[src/rtl/pifo_pkg.sv]
// Shared definitions for the root PIFO element: field positions, widths,
// pack/unpack helpers and the wrap-aware rank comparison.
package pifo_pkg;

  localparam int BUFFER_ADDR_WIDTH = 12;
  localparam int PIFO_RANK_WIDTH   = 18;
  localparam int PIFO_ROOT_WIDTH   = 32;
  localparam int FLOW_ID_WIDTH     = 4;
  localparam int PKT_LEN_WIDTH     = 16;
  localparam int LEN_SHIFT         = 6;
  localparam int CLAMP_COUNT_WIDTH = 16;

  localparam int VALID_POS      = 31;
  localparam int OVERFLOW_POS   = 30;
  localparam int RANK_START_POS = 12;
  localparam int RANK_END_POS   = 29;

  // Extended rank: the epoch bit on top of the rank, so wrap-around is a plain add.
  localparam int EXT_WIDTH = PIFO_RANK_WIDTH + 1;

  typedef logic [EXT_WIDTH-1:0] ext_rank_t;

  typedef struct packed {
    logic                         valid;
    logic                         overflow;
    logic [PIFO_RANK_WIDTH-1:0]   rank;
    logic [BUFFER_ADDR_WIDTH-1:0] addr;
  } pifo_elem_t;

  function automatic logic [PIFO_ROOT_WIDTH-1:0] pack_elem(
    input ext_rank_t                    rank_ext,
    input logic [BUFFER_ADDR_WIDTH-1:0] addr
  );
    pifo_elem_t e;
    e.valid    = 1'b1;
    e.overflow = rank_ext[EXT_WIDTH-1];
    e.rank     = rank_ext[PIFO_RANK_WIDTH-1:0];
    e.addr     = addr;
    return e;
  endfunction

  function automatic pifo_elem_t unpack_elem(input logic [PIFO_ROOT_WIDTH-1:0] word);
    return pifo_elem_t'(word);
  endfunction

  // Serial-number compare: a is strictly after b within half the extended space.
  function automatic logic rank_after(input ext_rank_t a, input ext_rank_t b);
    ext_rank_t d;
    d = a - b;
    return ~d[EXT_WIDTH-1] & (d != '0);
  endfunction

endpackage

[src/rtl/pifo_flow_finish_table.sv]
// Per-flow finish-time table: valid bit plus extended finish rank, one read
// and one write port; a same-cycle write to the read address is forwarded.
module pifo_flow_finish_table #(
  parameter int ADDR_WIDTH = 4,
  parameter int DATA_WIDTH = 19
) (
  input  logic                  clk,
  input  logic                  rstn,
  input  logic [ADDR_WIDTH-1:0] rd_addr,
  output logic                  rd_valid,
  output logic [DATA_WIDTH-1:0] rd_data,
  input  logic                  wr_en,
  input  logic [ADDR_WIDTH-1:0] wr_addr,
  input  logic [DATA_WIDTH-1:0] wr_data
);

  localparam int DEPTH = 1 << ADDR_WIDTH;

  logic [DEPTH-1:0]      valid_q;
  logic [DATA_WIDTH-1:0] finish_q [DEPTH];
  logic                  fwd_hit;

  always_ff @(posedge clk) begin
    if (!rstn) begin
      valid_q <= '0;
    end else if (wr_en) begin
      valid_q[wr_addr] <= 1'b1;
    end
  end

  // Finish values need no reset; the valid bits gate them.
  always_ff @(posedge clk) begin
    if (wr_en) begin
      finish_q[wr_addr] <= wr_data;
    end
  end

  assign fwd_hit = wr_en && (wr_addr == rd_addr);

  always_comb begin
    rd_valid = valid_q[rd_addr];
    rd_data  = finish_q[rd_addr];
    if (fwd_hit) begin
      rd_valid = 1'b1;
      rd_data  = wr_data;
    end
  end

endmodule

[src/rtl/pifo_rank_enqueue.sv]
// Root PIFO feeder: assigns start-time-fair-queuing ranks per flow, inserts
// packed elements into the calendar and tracks virtual time from its pops.
module pifo_rank_enqueue
  import pifo_pkg::*;
#(
  parameter int BUFFER_ADDR_WIDTH = pifo_pkg::BUFFER_ADDR_WIDTH,
  parameter int PIFO_RANK_WIDTH   = pifo_pkg::PIFO_RANK_WIDTH,
  parameter int PIFO_ROOT_WIDTH   = pifo_pkg::PIFO_ROOT_WIDTH,
  parameter int FLOW_ID_WIDTH     = pifo_pkg::FLOW_ID_WIDTH,
  parameter int PKT_LEN_WIDTH     = pifo_pkg::PKT_LEN_WIDTH,
  parameter int LEN_SHIFT         = pifo_pkg::LEN_SHIFT
) (
  input  logic                         clk,
  input  logic                         rstn,
  input  logic                         s_desc_valid,
  output logic                         s_desc_ready,
  input  logic [BUFFER_ADDR_WIDTH-1:0] s_desc_buffer_addr,
  input  logic [FLOW_ID_WIDTH-1:0]     s_desc_flow_id,
  input  logic [PKT_LEN_WIDTH-1:0]     s_desc_pkt_len,
  input  logic                         s_calendar_full,
  input  logic                         s_pop_en,
  input  logic [PIFO_ROOT_WIDTH-1:0]   s_calendar_top,
  output logic [PIFO_ROOT_WIDTH-1:0]   m_axis_pifo_info_root,
  output logic                         m_axis_insert_en,
  output logic [PIFO_ROOT_WIDTH-1:0]   m_axis_global_pifo,
  output logic [CLAMP_COUNT_WIDTH-1:0] m_clamp_count
);

  localparam ext_rank_t CLAMP_SPAN  = ext_rank_t'(1 << (PIFO_RANK_WIDTH - 1));
  localparam ext_rank_t CLAMP_LIMIT = CLAMP_SPAN - ext_rank_t'(1);

  logic                         take;
  logic                         tbl_rd_valid;
  ext_rank_t                    tbl_rd_data;

  logic                         s1_valid;
  logic [BUFFER_ADDR_WIDTH-1:0] s1_addr;
  logic [FLOW_ID_WIDTH-1:0]     s1_flow;
  logic [PKT_LEN_WIDTH-1:0]     s1_len;
  logic                         s1_entry_valid;
  ext_rank_t                    s1_fin;

  logic [PIFO_RANK_WIDTH-1:0]   vt;
  logic                         vt_epoch;
  ext_rank_t                    vt_ext;

  ext_rank_t                    diff;
  logic                         ahead;
  logic                         clamp;
  logic [PKT_LEN_WIDTH-1:0]     len_cost;
  ext_rank_t                    cost_ext;
  ext_rank_t                    start_ext;
  ext_rank_t                    finish_ext;

  pifo_elem_t                   top_elem;
  logic                         unused_top_addr;

  assign s_desc_ready = ~s_calendar_full & rstn;
  assign take         = s_desc_valid & s_desc_ready;

  pifo_flow_finish_table #(
    .ADDR_WIDTH (FLOW_ID_WIDTH),
    .DATA_WIDTH (EXT_WIDTH)
  ) u_finish_table (
    .clk      (clk),
    .rstn     (rstn),
    .rd_addr  (s_desc_flow_id),
    .rd_valid (tbl_rd_valid),
    .rd_data  (tbl_rd_data),
    .wr_en    (s1_valid),
    .wr_addr  (s1_flow),
    .wr_data  (finish_ext)
  );

  // Stage 1: capture the descriptor with its (possibly forwarded) flow state.
  always_ff @(posedge clk) begin
    if (!rstn) begin
      s1_valid       <= 1'b0;
      s1_addr        <= '0;
      s1_flow        <= '0;
      s1_len         <= '0;
      s1_entry_valid <= 1'b0;
      s1_fin         <= '0;
    end else begin
      s1_valid <= take;
      if (take) begin
        s1_addr        <= s_desc_buffer_addr;
        s1_flow        <= s_desc_flow_id;
        s1_len         <= s_desc_pkt_len;
        s1_entry_valid <= tbl_rd_valid;
        s1_fin         <= tbl_rd_data;
      end
    end
  end

  assign vt_ext = {vt_epoch, vt};

  // Stage 2: start = max(finish, vt) in serial order, bounded to half a window ahead.
  always_comb begin
    diff      = s1_fin - vt_ext;
    ahead     = s1_entry_valid & rank_after(s1_fin, vt_ext);
    clamp     = ahead & (diff >= CLAMP_SPAN);
    len_cost  = s1_len >> LEN_SHIFT;
    cost_ext  = (len_cost == '0) ? ext_rank_t'(1) : ext_rank_t'(len_cost);
    start_ext = vt_ext;
    if (clamp) begin
      start_ext = vt_ext + CLAMP_LIMIT;
    end else if (ahead) begin
      start_ext = s1_fin;
    end
    finish_ext = start_ext + cost_ext;
  end

  assign m_axis_insert_en      = s1_valid;
  assign m_axis_pifo_info_root = s1_valid ? pack_elem(start_ext, s1_addr) : '0;

  assign top_elem        = unpack_elem(s_calendar_top);
  assign unused_top_addr = ^top_elem.addr;

  // Pops update vt at the edge, so a concurrent stage 2 still sees the old value.
  always_ff @(posedge clk) begin
    if (!rstn) begin
      vt       <= '0;
      vt_epoch <= 1'b0;
    end else if (s_pop_en && top_elem.valid) begin
      vt       <= top_elem.rank;
      vt_epoch <= top_elem.overflow;
    end
  end

  assign m_axis_global_pifo = {1'b0, vt_epoch, vt, {BUFFER_ADDR_WIDTH{1'b0}}};

  always_ff @(posedge clk) begin
    if (!rstn) begin
      m_clamp_count <= '0;
    end else if (s1_valid && clamp && (m_clamp_count != '1)) begin
      m_clamp_count <= m_clamp_count + 1'b1;
    end
  end

endmodule

[config.mk]
export PLATFORM = sky130hd
export DESIGN_NAME = pifo_rank_enqueue
export DESIGN_NICKNAME = d
export VERILOG_FILES = /design/src/rtl/pifo_pkg.sv /design/src/rtl/pifo_flow_finish_table.sv /design/src/rtl/pifo_rank_enqueue.sv
export SDC_FILE = /design/constraint.sdc
export NUM_CORES = 1
export LEC_CHECK = 0
export CORE_UTILIZATION = 53
export CTS_BUF_LIST = sky130_fd_sc_hd__clkbuf_8 sky130_fd_sc_hd__clkbuf_16
export CTS_CLUSTER_DIAMETER = 50
export DETAILED_ROUTE_END_ITERATION = 8
export GPL_TIMING_DRIVEN = 0
export PLACE_DENSITY_LB_ADDON = 0.12
export SLEW_MARGIN = 20
export SYNTH_ARGS = -nofsm -noshare
export SYNTH_HDL_FRONTEND = slang
export SYNTH_SLANG_ARGS = --single-unit
[constraint.sdc]
create_clock -name clk -period 14.2 [get_ports clk]
set_clock_uncertainty 0.05 [all_clocks]
set_input_delay 2.84 -clock clk [delete_from_list [all_inputs] [get_ports clk]]
set_output_delay 2.84 -clock clk [all_outputs]
set_load 0.05 [all_outputs]
==> reports/qor.csv, run 1 <==
stage,metric,value,unit
run_status,status,finished clean,
grt,grt ovf,0,
logic_synthesis,post-synthesis simple-gate area fraction,10.9,%
logic_synthesis,xor and xnor area share after synthesis,1.87,%
hold_path,worst hold path type,reg2reg,
critical_path,cell mode on critical path,nor2_1,
floorplanning,io pins,151,
placement,Routability Congestion,0.967,
finish,fill count,2466,
critical_path,Reg2Reg Depth,28,
logic_synthesis,Synth Cell Area,18300,µm²
critical_path,Critical Path AT,5940,ps
grt,number of global-route vias before repair,12322,
placement,IO Port Bufs,116,
sta,fin. max-slew vios,0,
hold_path,hold path cells,2,
clocking,post-CTS setup buffer count,0,
clocking,Longest Clk Path Bufs,3,
critical_path,critical-path cell with the highest stage delay,a221oi_1,
pwr,Int Power,2.06,mW
logic_synthesis,"FF+latch count, synth",402,
clocking,CTS tree,built,
logic_synthesis,share of the synthesized area in the top cell type,50.0,%
routing,Post-Route WL,48600,µm
grt,global-route wire length before repair,73500,µm
clocking,"Gates resized, CTS repair",0,
sta,endpoints failing hold,0,
logic_synthesis,ys async rst share,0,%
sta,Worst Tran Pin Value,1100,ps
routing,metal3 WL,3880,µm
clocking,hold buffers post-CTS,0,
clocking,# clock sinks,402,
routing,DRT met1 WL,19800,µm
floorplanning,Die Ht,188,µm
routing,DR top layer,met4,
routing,Pre-antenna DRT Iters,5,
logic_synthesis,"top cells by area, synth","edfxtp_1, dfxtp_1, mux4_2",
logic_synthesis,Main synth FF type,edfxtp_1,
critical_path,worst path cell trace,ha_1 -> inv_1 -> fa_1 -> or2b_2 -> a2111o_1 -> a2111oi_4 -> o2111ai_1 -> nor4_2 -> o211ai_1 -> o21ai_1 -> nor2_1 -> a221oi_1 -> nor2_1 -> clkdlybuf4s50_1,
critical_path,Crit Path Max Fanout,7,
logic_synthesis,largest area contributor in the netlist,edfxtp_1,
finish,share of layout cells above drive strength 1,15.8,%
pwr,switch share,24.9,%
logic_synthesis,Adder-Cell Fraction of Synth Area,2.27,%
logic_synthesis,Post-synth EDFFs,304,
floorplanning,Initial Utilization,54.2,%
pwr,logic gate share of total power,11.6,%
grt,largest net degree at the start of global routing,18,
logic_synthesis,Synth cell types,81,
sta,RSZ-0062 raised after global routing,false,
critical_path,r2r setup slk,6400,ps
logic_synthesis,yosys synthesis warning count,0,
pwr,peak supply drop,0.000115,V
critical_path,Critical Path RT,11310,ps
sta,final worst-path cycle share,62.2,%
clocking,Skew-Pair Late Insertion Delay,560,ps
sta,setup violators final,0,
sta,Period minus WS final,8830,ps
pwr,NetSw,0.684,mW
finish,antenna cells,0,
finish,area delta synth->final,21.1,%
sta,Worst slew margin,26.9,%
floorplanning,FP Rows,67,
sta,setup TNS,0,ps
routing,DR WL/cell,23.6,µm
logic_synthesis,post-synthesis mux area share,11.8,%
routing,drt drc,0,
sta,fmax,0.113,GHz
clocking,H-tree depth,2,
clocking,clock slew at reported path FFs,60,ps
placement,post-DP HPWL,34200,µm
critical_path,Slowest Stage Delay on Critical Path,770,ps
critical_path,Critical Path Source Type,flop,
critical_path,kind of critical path,reg2out,
logic_synthesis,Gate Count Post-Synth,1385,
job,maxcap violations,0,
logic_synthesis,largest family of logic cells by synthesized area,multiplexers,
routing,vias,12535,
pwr,P_leak,7.78,nW
clocking,CTS Root Cell,clkbuf_16,
grt,All-Layer GR Usage,27.8,%
pwr,Reg power frac,47.5,%
clocking,Num CTS Buffers,44,
grt,initial antenna violation count,0,
logic_synthesis,register area share after synthesis,60.7,%
routing,met2 WL post-DR,23600,µm
routing,Routed Antenna Nets,0,
pwr,Power per Cell Area,124,nW/µm²
logic_synthesis,Synth Area per Inst,13.2,µm²
finish,final core occ,65.6,%
routing,Initial DRC Count,1404,
routing,Vias/cell,6.08,
finish,Final nets,1683,
critical_path,CP endpoint kind,output port,
logic_synthesis,Synth Area in Compound Gates,8.94,%
floorplanning,Die Area,35200,µm²
floorplanning,core region area,33700,µm²
pwr,clock share of power,40.9,%
floorplanning,Die Width,188,µm
-- final timing paths --
path / start / to
worst min-delay path: s1_addr[3] / s1_addr[3]
worst max-delay path: vt[0] / m_axis_pifo_info_root[27]
worst min register to register: s1_addr[3] / s1_addr[3]
worst max register to register: vt[0] / s1_fin[16]
-- synthesized netlist by cell type, types with 37 or more instances --
cell type / number
o21ai_0: 43
a21oi_1: 65
and2_1: 37
nand3_1: 55
inv_1: 45
nand2_1: 131
mux4_2: 86
edfxtp_1: 304
a211oi_1: 38
nor2_1: 108
dfxtp_1: 98
clkbuf_1: 62
-- per-layer routing --
metal  global-route usage [%]  vias up
li1                         -     5619
met1                     38.4     6229
met2                     45.6      586
met3                     4.10      101
met4                     8.97        0
met5                        0        -
-- state kept, by name (all words and copies together) (netlist names) --
name / cells
s1_flow: 4
s1_entry_valid: 1
s1_fin: 19
m_axis_insert_en: 1
s1_len: 10
vt: 18
u_finish_table.finish_q: 304
vt_epoch: 1
u_finish_table.valid_q: 16
s1_addr: 12
m_clamp_count: 16
-- logic make-up (layout without fill, tap and decap cells) --
group,after synthesis,count (layout)
AOI/OAI and AO/OA,240,240
buffers and inverters,143,359
other,1,13
adders and majority gates,32,32
and+or+nand+nor,421,421
muxes,107,107
xor gates and xnor gates,39,39
DFF,402,402
-- placed cells by master, fill, tap and decap left out, types with 8 or more instances in the layout --
master / instances
a211oi_1: 37
a21o_1: 8
a21oi_1: 64
a31oi_1: 10
and2_1: 37
and3_1: 8
buf_1: 10
buf_16: 11
buf_4: 24
clkbuf_1: 62
clkbuf_16: 44
clkdlybuf4s50_1: 116
clkinv_1: 8
conb_1: 13
dfxtp_1: 98
edfxtp_1: 304
ha_1: 30
inv_1: 52
mux2i_1: 20
mux4_2: 86
nand2_1: 131
nand3_1: 55
nand4_1: 8
nor2_1: 95
nor2_4: 12
nor3_1: 22
nor4_1: 13
o21ai_0: 43
xnor2_1: 13
xnor2_2: 8
xor2_1: 11
-- power groups by stage --
stage	clock network, mW	logic [mW]	registers [mW]
after CTS	1.14	0.313	1.30
final	1.12	0.318	1.30
after global placement	0	0.302	1.33
after global routing	1.18	0.342	1.30
after floorplan	0	0.206	1.33
after detailed placement	0	0.311	1.33
-- final cells by class --
class | count | area (µm²) | share of cell area (%)
multi-input cells | 852 | 6820 | 30.8
clock buffers | 46 | 1130 | 5.10
clock inverters | 31 | 303 | 1.37
inverters | 47 | 176 | 0.798
repair buffers | 139 | 1580 | 7.13
flip-flops and latches | 402 | 11100 | 50.1
well taps | 448 | 561 | 2.53
plain buffers | 96 | 460 | 2.08
-- critical path: cells and delay by family (launching register included) --
| family | cells | cell delay (ps) |
|---|---|---|
| adders and majority gates | 2 | 670 |
| DFF | 1 | 480 |
| and+or+nand+nor | 4 | 910 |
| AOI/OAI and AO/OA | 6 | 2520 |
| buffers and inverters | 2 | 810 |
-- through the flow --
step	hold slack (ps)	power [mW]	cells	area, µm²	setup WS (ps)
global route	413	2.82	2061	22100	5200
detailed placement	393	1.64	1984	20600	6060
finish	399	2.74	2061	22100	5370
CTS	402	2.75	2061	22100	5460
floorplan	379	1.54	1397	18300	6630
global placement	389	1.63	1961	20000	6200
No activity file was read; power rests on OpenSTA's default activity.
==> run 2: changes to the inputs <==
- clock period: 14.2 -> 8.35 ns (I/O delays scaled with it)
==> results of run 2 <==
Same layout as run 1 (identical final DEF). Status: finished clean.
Among the figures that moved: setup slack after placement 6060 ps -> 510 ps; setup slack after layout 5370 ps -> 550 ps; end point of the critical path m_axis_pifo_info_root[27] -> s1_fin[16]; register-to-register setup slack 6400 ps -> 550 ps; total power 2.74 mW -> 4.67 mW; worst IR drop on VDD 0.000115 V -> 0.000195 V
